File: src/rtl/aucohl_fifo_wr_arbiter_pkg.sv
// Shared FSM encodings and default constants for the aucohl FIFO write arbiter.
package aucohl_fifo_wr_arbiter_pkg;

  typedef enum logic {
    ARB_IDLE = 1'b0,
    ARB_OWN  = 1'b1
  } arb_state_e;

  localparam int ARB_BURST_DEFAULT = 4;

endpackage

File: src/rtl/aucohl_fifo_wr_arbiter_rr_pick.sv
// aucohl_rr_pick: combinational round-robin picker (rotate, isolate lowest set bit, unrotate).
module aucohl_rr_pick #(
  parameter int N  = 4,
  parameter int LW = $clog2(N)
) (
  input  logic [N-1:0]  req,
  input  logic [LW-1:0] last,
  input  logic [N-1:0]  mask,
  output logic          any,
  output logic [LW-1:0] idx,
  output logic [N-1:0]  onehot
);

  logic [N-1:0]   elig_s;
  logic [2*N-1:0] rot_dbl_s;
  logic [N-1:0]   rot_s;
  logic [N-1:0]   iso_s;
  logic [2*N-1:0] unrot_dbl_s;

  // Bit k of rot_s is requester (last+1+k) mod N, so the lowest set bit is the next in turn.
  assign elig_s      = req & ~mask;
  assign rot_dbl_s   = {elig_s, elig_s} >> (int'(last) + 1);
  assign rot_s       = rot_dbl_s[N-1:0];
  assign iso_s       = rot_s & (~rot_s + {{(N-1){1'b0}}, 1'b1});
  assign unrot_dbl_s = {iso_s, iso_s} << (int'(last) + 1);
  assign onehot      = unrot_dbl_s[2*N-1:N];
  assign any         = |elig_s;

  // Encode the one-hot winner into an index.
  always_comb begin
    idx = '0;
    for (int i = 0; i < N; i++) begin
      idx = idx | (onehot[i] ? LW'(i) : {LW{1'b0}});
    end
  end

endmodule

File: src/rtl/aucohl_fifo_wr_arbiter.sv
// Round-robin arbiter sharing one aucohl_fifo write port among N valid/ready requesters.
// Define AUCOHL_ARB_BURST_EN to allow up to BURST beats per grant; otherwise one beat per grant.
module aucohl_fifo_wr_arbiter
  import aucohl_fifo_wr_arbiter_pkg::*;
#(
  parameter int N     = 4,
  parameter int DW    = 8,
  parameter int BURST = ARB_BURST_DEFAULT
) (
  input  logic            clk,
  input  logic            rst,
  input  logic            en,
  input  logic [N-1:0]    req_valid,
  input  logic [N*DW-1:0] req_data,
  output logic [N-1:0]    req_ready,
  input  logic            fifo_full,
  output logic            fifo_wr,
  output logic [DW-1:0]   fifo_wdata,
  output logic [N-1:0]    grant
);

  localparam int LW = $clog2(N);

  arb_state_e    state_r;
  logic [N-1:0]  grant_r;
  logic [LW-1:0] owner_r;
  logic [LW-1:0] rr_last_r;

  logic          own_s;
  logic          owner_valid_s;
  logic          beat_s;
  logic          limit_s;
  logic          release_s;
  logic [LW-1:0] pick_last_s;
  logic [N-1:0]  pick_mask_s;
  logic          pick_any_s;
  logic [LW-1:0] pick_idx_s;
  logic [N-1:0]  pick_onehot_s;

  assign own_s         = (state_r == ARB_OWN);
  assign owner_valid_s = req_valid[owner_r];
  assign beat_s        = own_s & owner_valid_s & ~fifo_full;
  assign release_s     = own_s & (~owner_valid_s | (beat_s & limit_s));

  // While owning, the re-pick starts after the owner and excludes it; from IDLE it uses rr_last.
  assign pick_last_s = own_s ? owner_r : rr_last_r;
  assign pick_mask_s = own_s ? grant_r : {N{1'b0}};

  aucohl_rr_pick #(
    .N  (N),
    .LW (LW)
  ) u_pick (
    .req    (req_valid),
    .last   (pick_last_s),
    .mask   (pick_mask_s),
    .any    (pick_any_s),
    .idx    (pick_idx_s),
    .onehot (pick_onehot_s)
  );

`ifdef AUCOHL_ARB_BURST_EN
  localparam logic [7:0] BURST_LIM = 8'(BURST);
  logic [7:0] beat_cnt_r;

  assign limit_s = ({1'b0, beat_cnt_r} + 9'd1) >= {1'b0, BURST_LIM};

  // Beats taken by the current owner; cleared between grants, saturating at BURST.
  always_ff @(posedge clk) begin
    if (rst) begin
      beat_cnt_r <= 8'd0;
    end else if (!own_s || release_s) begin
      beat_cnt_r <= 8'd0;
    end else if (beat_s && (beat_cnt_r != BURST_LIM)) begin
      beat_cnt_r <= beat_cnt_r + 8'd1;
    end else begin
      beat_cnt_r <= beat_cnt_r;
    end
  end
`else
  logic unused_burst_s;

  assign limit_s        = 1'b1;
  assign unused_burst_s = ^8'(BURST);
`endif

  // Grant FSM: IDLE arbitrates with one cycle latency, OWN hands off directly on release.
  always_ff @(posedge clk) begin
    if (rst) begin
      state_r   <= ARB_IDLE;
      grant_r   <= {N{1'b0}};
      owner_r   <= {LW{1'b0}};
      rr_last_r <= LW'(N - 1);
    end else begin
      case (state_r)
        ARB_IDLE: begin
          if (en && pick_any_s) begin
            state_r <= ARB_OWN;
            grant_r <= pick_onehot_s;
            owner_r <= pick_idx_s;
          end else begin
            state_r <= ARB_IDLE;
            grant_r <= {N{1'b0}};
          end
        end
        ARB_OWN: begin
          if (release_s) begin
            rr_last_r <= owner_r;
            if (en && pick_any_s) begin
              state_r <= ARB_OWN;
              grant_r <= pick_onehot_s;
              owner_r <= pick_idx_s;
            end else begin
              state_r <= ARB_IDLE;
              grant_r <= {N{1'b0}};
            end
          end else begin
            state_r <= ARB_OWN;
          end
        end
        default: begin
          state_r <= ARB_IDLE;
          grant_r <= {N{1'b0}};
        end
      endcase
    end
  end

  assign grant      = grant_r;
  assign req_ready  = grant_r & {N{~fifo_full}};
  assign fifo_wr    = beat_s;
  assign fifo_wdata = req_data[int'(owner_r)*DW +: DW];

endmodule

File: config.mk
export PLATFORM = sky130hd
export DESIGN_NAME = aucohl_fifo_wr_arbiter
export DESIGN_NICKNAME = d
export VERILOG_FILES = /design/src/rtl/aucohl_fifo_wr_arbiter_pkg.sv /design/src/rtl/aucohl_fifo_wr_arbiter_rr_pick.sv /design/src/rtl/aucohl_fifo_wr_arbiter.sv
export SDC_FILE = /design/constraint.sdc
export NUM_CORES = 1
export LEC_CHECK = 0
export CAP_MARGIN = 25
export CORE_MARGIN = 2
export CORE_UTILIZATION = 35
export CTS_CLUSTER_SIZE = 10
export DETAILED_ROUTE_END_ITERATION = 7
export MAX_ROUTING_LAYER = met4
export PLACE_DENSITY = 0.86
export SYNTH_ARGS = -nofsm -noshare
export SYNTH_HDL_FRONTEND = slang
export SYNTH_SLANG_ARGS = --single-unit
File: constraint.sdc
create_clock -name clk -period 2 [get_ports clk]
set_clock_uncertainty 0.15 [all_clocks]
set_input_delay 0.2 -clock clk [delete_from_list [all_inputs] [get_ports clk]]
set_output_delay 0.2 -clock clk [all_outputs]
set_load 0.1 [all_outputs]
After elaboration in Yosys (flattened, before gate mapping) --
Index checks and enable logic that the tools add are counted.
Storage, ports and cells: register bits after elaboration 9, bits of input ports 40, output and inout bits 17, logic and storage cells 44
Operators by class: add/sub/neg operators 2, order comparisons 1, eq/ne operators 1, shifts and indexed selects 3, mux-type cells 16, bitwise gates (word level) 14, reductions and logical operators 3
Operator list (number):
- $shiftx 32x6->8 | 1
- $shl 8x32->8 | 1
- $shr 8x32->4 | 1
- $and 4x4->4 | 3
- $mux 4 | 3
- $mux 2 | 5
- $not 4->4 | 2
- $pmux 4 s2 | 1
- $add 4x1->4 const B | 1
- $mux 1 | 4
- $or 2x2->2 | 2
- $pmux 2 s2 | 1
- $reduce_or 4->1 | 1
- $add 2x1->3 const B | 1
- $and 1x1->1 | 3
- $lt 2x3->1 const B | 1
- $not 1->1 | 3
- $bmux 1 s2 | 1
- $ne 2x1->1 const B | 1
- $pmux 1 s2 | 1
- $reduce_and 2->1 | 1
- $logic_and 1x1->1 | 1
- $or 1x1->1 | 1

Logic depth before layout (Yosys ltp) --
Gate-level depths: netlist (run 1).
depth in word-level cells 14, mapped depth 9, depth with buffers taken out 8

Cells and area by module --
Synthesis (run 1) repeated with hierarchy kept, for this count alone.
Unflattened totals: cells, all modules 123, area total of the unflattened synthesis 1037.2 um^2
Modules (own cells, without submodules):
- aucohl_fifo_wr_arbiter | times used 1, cells each 75, area each 735.7 um^2, sequential area each 180.2 um^2
- aucohl_rr_pick | times used 1, cells each 48, area each 301.5 um^2, sequential area each 0.0 um^2

Worst setup path after synthesis (run 1) --
No wires, ideal clock.
path kind register -> output, start point register grant_r[2], in the netlist grant[2], end point output req_ready[2], data arrival time 2433 ps, required time 1650 ps, path slack -783 ps, cell stages (with the launch flop) 2, buffers on the path 0, path through dfxtp_1 > nor2b_1
Between the ends: longest elaborated chain between the ends 1
RTL lines:
- start, declared | line aucohl_fifo_wr_arbiter.sv:25 | logic [N-1:0] grant_r;
- start signal, assigned | line aucohl_fifo_wr_arbiter.sv:90 | grant_r <= {N{1'b0}};
- start signal, assigned | line aucohl_fifo_wr_arbiter.sv:98 | grant_r <= pick_onehot_s;
- start signal, assigned | line aucohl_fifo_wr_arbiter.sv:102 | grant_r <= {N{1'b0}};
- $and 4x4->4 | line aucohl_fifo_wr_arbiter.sv:129 | assign req_ready = grant_r & {N{~fifo_full}};
- end, declared | line aucohl_fifo_wr_arbiter.sv:15 | output logic [N-1:0] req_ready,
No other way between the ends.

Worst setup path after layout (run 1) --
start point register state_r, in the netlist own_s, end point register owner_r[1]
Between the ends: longest elaborated chain between the ends 14, elaborated cells between the ends (all ways) 25, classes of those cells add/sub (2); eq/ne (1); shift (2); mux (7); bitwise (11); reduce/logical (2)
RTL lines:
- start, declared | line aucohl_fifo_wr_arbiter.sv:24 | arb_state_e state_r;
- start signal, assigned | line aucohl_fifo_wr_arbiter.sv:89 | state_r <= ARB_IDLE;
- start signal, assigned | line aucohl_fifo_wr_arbiter.sv:97 | state_r <= ARB_OWN;
- start signal, assigned | line aucohl_fifo_wr_arbiter.sv:101 | state_r <= ARB_IDLE;
- parallel branches: the longest is 14 deep, another holds $add 4x1->4
- end signal, assigned | line aucohl_fifo_wr_arbiter.sv:91 | owner_r <= {LW{1'b0}};
- end signal, assigned | line aucohl_fifo_wr_arbiter.sv:99 | owner_r <= pick_idx_s;
- end signal, assigned | line aucohl_fifo_wr_arbiter.sv:111 | owner_r <= pick_idx_s;
- end, declared | line aucohl_fifo_wr_arbiter.sv:26 | logic [LW-1:0] owner_r;
Parallel ways; which one is timed is not known. The select of a mux whose other input is x is not followed. A chain may end at the register's enable or synchronous reset.

==> results of run 1 <==
==> where the power goes <==
| part | total, W | switching [W] | internal (W) |
|---|---|---|---|
| sequential | 0.000251 | 0.0000429 | 0.000208 |
| combinational | 0.00128 | 0.000759 | 0.000524 |
| clock | 0.000145 | 0.0000676 | 0.0000772 |
| total | 0.00168 | 0.000870 | 0.000809 |
==> stage by stage <==
stage / worst slack [ps] / cell area (um2)
after detailed placement: -233 / 1900
after global placement: -165 / 1900
after floorplan: 0.102 / 1060
after CTS: 1.51 / 1970
after global routing: -153 / 2060
final: -64.1 / 2060
==> critical path, cell delays in order (launching register included) <==
cell      delay (ps)
dfxtp_4          400
mux2i_4          270
inv_2             60
ha_1             230
nor2_2           170
a311oi_2         170
nor3b_2          280
nor2_1           100
o221ai_2         150
==> flip-flops by register name, summed over array words and instances, names as in the netlist <==
name,count
own_s,1
rr_last_r,2
owner_r,2
grant,4
==> logic make-up after synthesis <==
group,Yosys count
simple gates,49
compound gates,30
mux,12
flops,9
fa+ha+maj,1
buf+inv,12
==> repair_timing <==
action                     in CTS  in global routing
setup buffers                   0                  0
gates resized for setup        11                 22
pin swaps                       2                  4
setup endpoints to repair      15                  8
==> synthesized netlist by cell type (2+ instances only) <==
library cell   n  area (um2)
nor2_1        13        48.8
mux4_2        10         225
dfxtp_1        9         180
nand2_1        8        30.0
nor3_1         5        25.0
a21bo_2        4        40.0
a21boi_1       4        30.0
a21oi_1        4        20.0
inv_1          4        15.0
nand2b_1       4        25.0
nand3_1        4        20.0
nor2b_1        4        25.0
o21ai_1        4        20.0
a311oi_1       3        26.3
a211o_1        2        17.5
clkbuf_1       2        7.51
inv_2          2        7.51
mux2i_4        2        45.0
nand4_1        2        12.5
nor4_1         2        12.5
o211ai_2       2        25.0
o32ai_1        2        17.5
==> per-layer routing <==
layer  GRT usage, %  vias to the layer above
li1               -                      590
met2           45.0                      118
met3           3.79                       27
met1           26.2                      669
met5              -                        -
met4           11.6                        0
==> cell type report <==
cell class	instances	area, um2	share of cell area (%)
inverter	6	22.5	1.09
sequential	9	196	9.52
multi-input combinational	92	913	44.2
tap	31	38.8	1.88
timing repair buffer	77	867	42.0
clock buffer	4	26.3	1.27
==> worst max path at each step <==
stage / startpoint / endpoint / slack, ps / cells after the start
after floorplan: own_s$_SDFF_PP0_ / owner_r[1]$_SDFFE_PP0P_ / 0.1 / 9
after global placement: req_valid[3] / grant[1]$_SDFFE_PP0N_ / -170 / 5
after detailed placement: req_valid[1] / owner_r[1]$_SDFFE_PP0P_ / -230 / 7
after CTS: own_s$_SDFF_PP0_ / grant[2]$_SDFFE_PP0N_ / 2 / 8
after global routing: own_s$_SDFF_PP0_ / owner_r[1]$_SDFFE_PP0P_ / -150 / 8
final: own_s$_SDFF_PP0_ / owner_r[1]$_SDFFE_PP0P_ / -60 / 8
==> Flow_metrics.wiki, run 1 <==
{| class="wikitable"
! Metric !! Value
|-
| Number of cells on the worst hold path || 2
|-
| First DRT Iteration DRCs || 170
|-
| Met2 wire length || 2.46 mm
|-
| Most common cell after layout, fill and taps aside || clkdlybuf4s50_1
|-
| Startpoint of the worst register-to-register path || own_s$_SDFF_PP0_
|-
| Final Hold Viols || 0
|-
| Destination of the worst register-to-register timing path || owner_r[1]$_SDFFE_PP0P_
|-
| Total half-perimeter wirelength after legalization and detailed placement || 3.15 mm
|-
| Routed vias || 1404
|-
| Number of standard cells in the layout, taps in and fillers out || 219
|-
| Standard-cell rows || 19
|-
| Count of cell types in the netlist || 39
|-
| Req. time, crit path || 2040 ps
|-
| Vias per cell || 6.41
|-
| Worst-path fanout max || 3
|-
| Final wirelength || 4.55 mm
|-
| Final period utilization || 103%
|-
| Fill cell count || 169
|-
| Max H-tree Level || 1
|-
| Post-synthesis area per instance || 9.10 um2
|-
| Share of async-settable or async-resettable flops after synthesis || 0%
|-
| Die Y || 58.2 um
|-
| Register clock-pin slew on the reported worst setup and hold paths || 60 ps
|-
| CP startpoint kind || flip-flop
|-
| Pin count of the biggest net entering global routing || 15
|-
| Register area share after synthesis || 17.5%
|-
| Average wire length per cell after detail routing || 20.8 um
|-
| Count of placed standard cells including taps || 216
|-
| Fraction of synthesized cell area in xor and xnor cells || 0%
|-
| Area share of and/or/nand/nor cells after synthesis || 25.2%
|-
| Number of storage elements in the synthesis netlist || 9
|-
| Kind of end point of the critical path || flip-flop
|-
| Residual overflow from global routing || 0
|-
| Die Outline Area || 3390 um2
|-
| Vias in the first global route || 1350
|-
| Final setup fails || 5
|-
| Netlist Area Pre-Place || 1030 um2
|-
| Area of the core region || 2780 um2
|-
| Number of warnings reported in the yosys synthesis log || 0
|-
| Min-delay worst type || flip-flop to flip-flop
|-
| Most frequent cells in the layout || clkdlybuf4s50_1, buf_4, buf_12, mux4_2
|-
| Cells after synthesis || 113
|-
| # port buffers || 56
|-
| RSZ-0062 raised after global routing || yes
|-
| IO Count || 57
|-
| Number of enable-type register cells in the synthesized netlist || 0
|-
| Hold slack || 376 ps
|-
| Length of the first detailed-routing pass in iterations || 5
|-
| Aggregate global-route resource usage || 24.8%
|-
| Post-synthesis to final-layout area growth || 101%
|-
| Most frequently used flop master after synthesis || dfxtp_1
|-
| Dominant combinational cell family by area after synthesis || multiplexers
|-
| Die width || 58.2 um
|-
| Overall power of the completed layout || 0.00168 W
|-
| Syn_nets || 154
|-
| DRT met1 WL || 1.56 mm
|-
| Clock tree from TritonCTS || yes
|-
| Global-route wire length before repair || 6.21 mm
|-
| Initial core utilization || 37.0%
|-
| Share of the core filled with cells in the final layout || 74.2%
|-
| Final worst slack || -64.1 ps
|-
| Count of max-cap constraint violations || 0
|-
| Top routing layer used || met4
|-
| Share of cells above drive strength 1 || 48.9%
|-
| P per Cell Area || 813 nW/um2
|-
| Failing checks || setup timing
|-
| Met3 layer wire length in the routed design || 374 um
|-
| FMAX || 484 MHz
|-
| CP arrival || 2100 ps
|-
| Total CTS buffers || 3
|-
| Antenna cells || 0
|-
| Max VDD drop || 0.722 mV
|-
| Layout Nets || 230
|-
| Residual antenna-violating net count after detailed routing || 0
|-
| Period minus WS final || 2060 ps
|-
| P_leak || 0.798 nW
|-
| Run status || finished with violations
|-
| DRC violations left || 0
|-
| Count of clock tree sinks || 9
|-
| Adder-cell area share of the yosys netlist || 1.22%
|-
| CTS Hold Buffers Added || 0
|-
| Kind of critical path || flip-flop to flip-flop
|-
| Later-pin clock latency in the skew report || 270 ps
|-
| Master cell of the clock root buffer || clkbuf_4
|-
| Tightest slew margin relative to the limit || 75.3%
|-
| Depth of the worst register-to-register path || 8
|-
| Hold-critical path endpoint || grant[2]$_SDFFE_PP0N_
|-
| Antenna violations before repair || 0
|-
| Count of final max-slew check failures || 0
|-
| Sum of negative setup slack || -167 ps
|-
| Area fraction in compound gates after synthesis || 23.4%
|-
| Worst min-delay path startpoint || grant[2]$_SDFFE_PP0N_
|-
| Last weighted congestion value of the routability-driven placer || 0.880
|-
| Largest buffer count on any clock path || 2
|-
| Fraction of synthesized area in multiplexers || 26.3%
|-
| Minimum setup slack among reg-to-reg paths || -60 ps
|-
| Worst slew pin tran || 370 ps
|}
Power figures use the tool's default switching activity.
==> inputs of run 2 (changes only) <==
--- a/config.mk
+++ b/config.mk
@@ -6,12 +6,13 @@
 export NUM_CORES = 1
 export LEC_CHECK = 0
 export CAP_MARGIN = 25
-export CORE_MARGIN = 2
+export CORE_MARGIN = 4
 export CORE_UTILIZATION = 35
 export CTS_CLUSTER_SIZE = 10
 export DETAILED_ROUTE_END_ITERATION = 7
+export GPL_ROUTABILITY_DRIVEN = 0
 export MAX_ROUTING_LAYER = met4
-export PLACE_DENSITY = 0.86
+export PLACE_DENSITY = 0.8
 export SYNTH_ARGS = -nofsm -noshare
 export SYNTH_HDL_FRONTEND = slang
 export SYNTH_SLANG_ARGS = --single-unit
==> Flow_metrics.wiki, run 2 (synthesis gave the netlist of run 1 again) <==
{| class="wikitable"
! Metric !! Value
|-
| Run status || finished with violations
|-
| Failing checks || setup timing
|-
| Average wire length per cell after detail routing || 19.4 um (-6.8%)
|-
| RSZ-0062 raised after global routing || yes
|-
| Fill cell count || 184 (+8.9%)
|-
| Final setup fails || 4 (-1)
|-
| Kind of critical path || input port to flip-flop
|-
| Number of flip-flops under the largest register name || 4 (unchanged)
|-
| Pin count of the biggest net entering global routing || 15 (unchanged)
|-
| Final Hold Viols || 0 (unchanged)
|-
| CP startpoint kind || input port
|-
| GRT Max-Usage Layer || met2
|-
| Largest buffer count on any clock path || 2 (unchanged)
|-
| Buf+Inv Stages, Crit Path || 1 (unchanged)
|-
| Tightest slew margin relative to the limit || 77.7% (+2.3 points)
|-
| Die Y || 62.2 um (+6.9%)
|-
| Count of max-cap constraint violations || 0 (unchanged)
|-
| Max VDD drop || 0.856 mV (+18%)
|-
| Internal Pwr Total || 0.000825 W (+1.9%)
|-
| Relative contribution of combinational cells to total power || 76.6% (+0.2 points)
|-
| Vias in the first global route || 1298 (-3.9%)
|-
| Req. time, crit path || 2050 ps (about the same)
|-
| Sw power || 0.000850 W (-2.3%)
|-
| Residual overflow from global routing || 0 (unchanged)
|-
| Period minus WS final || 2050 ps (-15.3 ps)
|-
| CTS Hold Buffers Added || 0 (unchanged)
|-
| Met3 layer usage reported by global route || 5.59% (+1.8 points)
|-
| Antenna violations before repair || 0 (unchanged)
|-
| P_leak || 0.785 nW (-1.6%)
|-
| Standard-cell rows || 19 (unchanged)
|-
| Most frequent cells in the layout || clkdlybuf4s50_1, buf_4, buf_12, mux4_2, nor2_1
|-
| Layout Nets || 238 (+3.5%)
|-
| Number of standard cells in the layout, taps in and fillers out || 227 (+3.7%)
|-
| Vias per cell || 5.92 (-7.6%)
|-
| Most common cell after layout, fill and taps aside || clkdlybuf4s50_1
|-
| Met2 usage || 39.6% (-5.3 points)
|-
| Kind of end point of the critical path || flip-flop
|-
| Master cell of the clock root buffer || clkbuf_4
|-
| P per Cell Area || 813 nW/um2 (about the same)
|-
| Routed vias || 1344 (-4.3%)
|-
| Post-place setup slack || -230 ps (+2.79 ps)
|-
| Worst slew pin tran || 334 ps (-35.5 ps)
|-
| Aggregate global-route resource usage || 21.5% (-3.4 points)
|-
| Final worst slack || -48.7 ps (+15.3 ps)
|-
| Count of final max-slew check failures || 0 (unchanged)
|-
| Clock tree from TritonCTS || yes
|-
| Share of cells above drive strength 1 || 47.4% (-1.5 points)
|-
| Min-delay worst type || flip-flop to flip-flop
|-
| Die Outline Area || 3870 um2 (+14%)
|-
| Die width || 62.2 um (+6.9%)
|-
| Register clock-pin slew on the reported worst setup and hold paths || 60 ps (about the same)
|-
| Antenna cells || 0 (unchanged)
|-
| # port buffers || 56 (unchanged)
|-
| Switching share of total power || 50.8% (-1.1 points)
|-
| Kind of cell with the highest combined delay on the critical path || buffers and inverters
|-
| CP arrival || 2090 ps (about the same)
|-
| DRC violations left || 0 (unchanged)
|-
| Stage delay of the slowest cell on the critical path || 590 ps (+190 ps)
|-
| Count of clock tree sinks || 9 (unchanged)
|-
| Clock network power share || 9.0% (+0.4 points)
|-
| Count of placed standard cells including taps || 220 (+1.9%)
|-
| Total CTS buffers || 3 (unchanged)
|-
| FMAX || 488 MHz (+0.75%)
|-
| Later-pin clock latency in the skew report || 280 ps (about the same)
|-
| Final period utilization || 102% (-0.77 points)
|-
| Global-route wire length before repair || 6.42 mm (+3.4%)
|-
| Total half-perimeter wirelength after legalization and detailed placement || 3.42 mm (+8.5%)
|-
| First DRT Iteration DRCs || 93 (-45%)
|-
| Global routing met1 resource utilization || 23.1% (-3.1 points)
|-
| Initial core utilization || 37.0% (unchanged)
|-
| Area of the core region || 2780 um2 (unchanged)
|-
| Share of total power in sequential cells || 14.4% (-0.6 points)
|-
| Critical Path Slowest Stage Cell || clkdlybuf4s50_1
|-
| IO Count || 57 (unchanged)
|-
| Worst-path fanout max || 5 (+2)
|-
| Length of the first detailed-routing pass in iterations || 4 (-1)
|-
| Residual antenna-violating net count after detailed routing || 0 (unchanged)
|-
| Max H-tree Level || 1 (unchanged)
|-
| Post-synthesis to final-layout area growth || 100%
|-
| Cells along the critical path || clkdlybuf4s50_1 > a21boi_2 > nand3_1 > mux4_2 > nor2_2 > o21ai_2 > a21oi_1
|-
| Final wirelength || 4.40 mm (-3.4%)
|}
==> run 2: final cells by class <==
cell class,instances,area (um2),area share [%]
multi-input cells,92,861,41.8
clock buffers,4,26.3,1.28
well taps,31,38.8,1.88
inverters,6,22.5,1.09
repair buffers,85,922,44.7
flip-flops and latches,9,190,9.23
==> run 2: repair_timing <==
action | 4_1_cts | 5_1_grt
endpoints found under the setup margin | 12 | 14
resized for setup | 4 | 12
pin swaps | 3 | 4
cloned | 0 | 0
buffers inserted | 0 | 3
==> run 2: stage by stage <==
step           TNS [ps]  hold slack (ps)  total power, W  utilization (%)  area (um2)
5_1_grt            -511              396         0.00173             74.1        2060
3_5_place_dp      -1420              352         0.00146             70.0        1950
3_3_place_gp       -930              339         0.00143             70.0        1950
2_1_floorplan         0              264        0.000989                -        1060
6_report           -154              371         0.00167             74.1        2060
4_1_cts               0              362         0.00161             71.3        1980
==> run 2: worst paths after layout <==
path                      endpoint                   from  slack, ps  depth (start not counted)
max          grant[2]$_SDFFE_PP0N_           req_valid[2]        -50                          7
min          grant[3]$_SDFFE_PP0N_  grant[3]$_SDFFE_PP0N_        370                          2
max reg2reg  grant[0]$_SDFFE_PP0N_       own_s$_SDFF_PP0_        -30                          9
min reg2reg  grant[3]$_SDFFE_PP0N_  grant[3]$_SDFFE_PP0N_        370                          2
==> run 2: per-layer routing <==
| layer | vias to the layer above | part of all wire [%] |
|---|---|---|
| met5 | - | 0 |
| met4 | 0 | 1.0 |
| met3 | 12 | 6.3 |
| met2 | 72 | 55 |
| met1 | 655 | 38 |
| li1 | 605 | - |
==> run 2: power groups by stage <==
stage	clock (W)	sequential, W	combinational (W)
detailed placement	0	0.000240	0.00122
floorplan	0	0.000297	0.000692
global route	0.000161	0.000244	0.00132
global placement	0	0.000240	0.00120
CTS	0.000150	0.000238	0.00123
finish	0.000150	0.000241	0.00128
==> run 2: worst min-delay path: stages (launching register included) <==
cell	delay [ps]
dfxtp_4	360
nand2_1	60
a21oi_1	60
==> inputs of run 3 (changes only) <==
--- a/config.mk
+++ b/config.mk
@@ -5,9 +5,11 @@
 export SDC_FILE = /design/constraint.sdc
 export NUM_CORES = 1
 export LEC_CHECK = 0
+export ABC_AREA = 0
 export CAP_MARGIN = 25
-export CORE_MARGIN = 4
+export CORE_MARGIN = 2
 export CORE_UTILIZATION = 35
+export CTS_CLUSTER_DIAMETER = 100
 export CTS_CLUSTER_SIZE = 10
 export DETAILED_ROUTE_END_ITERATION = 7
 export GPL_ROUTABILITY_DRIVEN = 0
==> Flow_metrics.wiki, run 3 (synthesis gave the netlist of run 1 again) <==
{| class="wikitable"
! Metric !! Value
|-
| Run status || finished with violations
|-
| Failing checks || setup timing
|-
| Antenna cells || 0 (unchanged)
|-
| Largest buffer count on any clock path || 2 (unchanged)
|-
| Residual antenna-violating net count after detailed routing || 0 (unchanged)
|-
| Kind of end point of the critical path || flip-flop
|-
| Final setup fails || 4 (unchanged)
|-
| Minimum setup slack among reg-to-reg paths || -90 ps (-60 ps)
|-
| Sum of negative setup slack || -180 ps (-25.9 ps)
|-
| Final wirelength || 4.40 mm (about the same)
|-
| Count of clock tree sinks || 9 (unchanged)
|-
| Final worst slack || -85.3 ps (-36.6 ps)
|-
| Share of total power in sequential cells || 14.8% (+0.4 points)
|-
| Worst-path fanout max || 3 (-2)
|-
| Dpl cell area || 1940 um2 (-0.26%)
|-
| Tightest slew margin relative to the limit || 70.8% (-6.8 points)
|-
| Register clock-pin slew on the reported worst setup and hold paths || 70 ps (about the same)
|-
| Req. time, crit path || 2020 ps (-30 ps)
|-
| Die width || 58.2 um (-6.4%)
|-
| Area of the core region || 2780 um2 (unchanged)
|-
| P_leak || 0.796 nW (+1.5%)
|-
| Post-synthesis to final-layout area growth || 103%
|-
| Later-pin clock latency in the skew report || 280 ps (about the same)
|-
| Min-delay worst type || flip-flop to flip-flop
|-
| RSZ-0062 raised after global routing || yes
|-
| Kind of critical path || flip-flop to flip-flop
|-
| Vias in the first global route || 1312 (+1.1%)
|-
| Post-route cell area || 2090 um2 (+1.3%)
|-
| Overall power of the completed layout || 0.00168 W (+0.25%)
|-
| Standard-cell rows || 19 (unchanged)
|-
| Max VDD drop || 0.901 mV (+5.3%)
|-
| Die Outline Area || 3390 um2 (-12%)
|-
| Global-route wire length before repair || 6.15 mm (-4.3%)
|-
| Clock tree from TritonCTS || yes
|-
| Number of cells on the worst hold path || 2 (unchanged)
|-
| Total half-perimeter wirelength after legalization and detailed placement || 3.26 mm (-4.7%)
|-
| Average wire length per cell after detail routing || 19.2 um (-0.83%)
|-
| Post-place setup slack || -205 ps (+25.1 ps)
|-
| Clock network power share || 9.0% (about the same)
|-
| Final period utilization || 104% (+1.8 points)
|-
| Initial core utilization || 37.0% (unchanged)
|-
| Worst min-delay path startpoint || grant[3]$_SDFFE_PP0N_
|-
| DRC violations left || 0 (unchanged)
|-
| IO Count || 57 (unchanged)
|-
| Critical Path Slowest Stage Cell || a311oi_1
|-
| FMAX || 480 MHz (-1.8%)
|-
| Max H-tree Level || 1 (unchanged)
|-
| Count of final max-slew check failures || 0 (unchanged)
|-
| Pin count of the biggest net entering global routing || 13 (-2)
|-
| Hold slack || 362 ps (-9.03 ps)
|-
| Stage delay of the slowest cell on the critical path || 430 ps (-160 ps)
|-
| Number of flip-flops under the largest register name || 4 (unchanged)
|-
| Count of max-cap constraint violations || 0 (unchanged)
|-
| CP startpoint kind || flip-flop
|-
| Aggregate global-route resource usage || 24.7% (+3.2 points)
|-
| # port buffers || 56 (unchanged)
|-
| Switching share of total power || 50.9% (+0.17 points)
|-
| Depth of the worst register-to-register path || 9 (unchanged)
|-
| Most frequent cells in the layout || clkdlybuf4s50_1, buf_4, buf_12, mux4_2, nor2_1
|-
| Vias per cell || 5.92 (about the same)
|-
| Routed vias || 1355 (+0.82%)
|-
| Hold-critical path endpoint || grant[3]$_SDFFE_PP0N_
|-
| First DRT Iteration DRCs || 102 (+9.7%)
|-
| Length of the first detailed-routing pass in iterations || 4 (unchanged)
|-
| Residual overflow from global routing || 0 (unchanged)
|-
| Worst slew pin tran || 435 ps (+100 ps)
|-
| Total CTS buffers || 3 (unchanged)
|-
| Cells along the critical path || buf_4 > mux2i_4 > inv_2 > ha_1 > nor2_2 > a311oi_1 > nor3b_2 > nor2_1 > o221ai_2
|-
| Relative contribution of combinational cells to total power || 76.1% (-0.5 points)
|-
| Destination of the worst register-to-register timing path || owner_r[1]$_SDFFE_PP0P_
|-
| Master cell of the clock root buffer || clkbuf_4
|-
| Share of cells above drive strength 1 || 48.5% (+1.0 points)
|-
| Fill cell count || 179 (-2.7%)
|-
| Antenna violations before repair || 0 (unchanged)
|-
| Sw power || 0.000855 W (+0.60%)
|-
| CP arrival || 2100 ps (about the same)
|-
| Final Hold Viols || 0 (unchanged)
|-
| Startpoint of the worst register-to-register path || own_s$_SDFF_PP0_
|-
| Internal Pwr Total || 0.000824 W (-0.10%)
|-
| Most common cell after layout, fill and taps aside || clkdlybuf4s50_1
|-
| P per Cell Area || 804 nW/um2 (-1.1%)
|-
| Period minus WS final || 2090 ps (+36.6 ps)
|-
| Die Y || 58.2 um (-6.4%)
|-
| Layout Nets || 240 (+0.84%)
|}
-- run 3: cell count changes in the layout (fill, tap and decap cells not counted), sizes merged --
cell  delta
buf      +2
-- run 3: repair_timing --
action | 4_1_cts | 5_1_grt
endpoints found under the setup margin | 16 | 16
buffers inserted | 3 | 1
hold buffers | 0 | 0
pin swaps | 4 | 11
resized for setup | 6 | 17
-- run 3: area by class of cell --
cell class,count,area (um2),area share [%]
clock buffer,4,26.3,1.26
sequential,9,199,9.53
tap,31,38.8,1.86
timing repair buffer,87,936,44.8
inverter,6,22.5,1.08
multi-input combinational,92,866,41.5
-- run 3: routing by layer --
layer	routed length [um]	GRT usage [%]	up-vias
met1	1720	30.2	668
met2	2350	40.9	59
met3	232	5.80	15
li1	-	-	613
met4	91	6.31	0
met5	0	-	-
-- run 3: power by group through the flow --
stage               clock network [W]  logic [W]  registers (W)
floorplan                           0   0.000692       0.000297
detailed placement                  0    0.00120       0.000246
global route                 0.000161    0.00132       0.000253
finish                       0.000152    0.00128       0.000249
global placement                    0    0.00118       0.000245
CTS                          0.000149    0.00122       0.000245
-- run 3: worst max-delay path: cells and delay by family, from the launching register on --
family	cells	cell delay [ps]
buffers and inverters	2	210
flip-flops	1	360
adder cells (fa/ha/maj)	1	180
AO/OA/AOI/OAI	2	540
multiplexers	1	190
AND/OR/NAND/NOR	3	340
-- run 3: how the worst max path moves through the flow --
stage | start | to
finish | own_s$_SDFF_PP0_ | owner_r[1]$_SDFFE_PP0P_
global route | own_s$_SDFF_PP0_ | owner_r[1]$_SDFFE_PP0P_
CTS | own_s$_SDFF_PP0_ | owner_r[0]$_SDFFE_PP0P_
detailed placement | req_valid[2] | grant[0]$_SDFFE_PP0N_
global placement | req_valid[3] | grant[1]$_SDFFE_PP0N_
floorplan | own_s$_SDFF_PP0_ | owner_r[1]$_SDFFE_PP0P_
-- run 3: metrics by stage --
stage	util, %	cells
3_3_place_gp	69.8	221
3_5_place_dp	69.8	221
5_1_grt	75.1	229
4_1_cts	72.1	228
2_1_floorplan	-	113
6_report	75.1	229
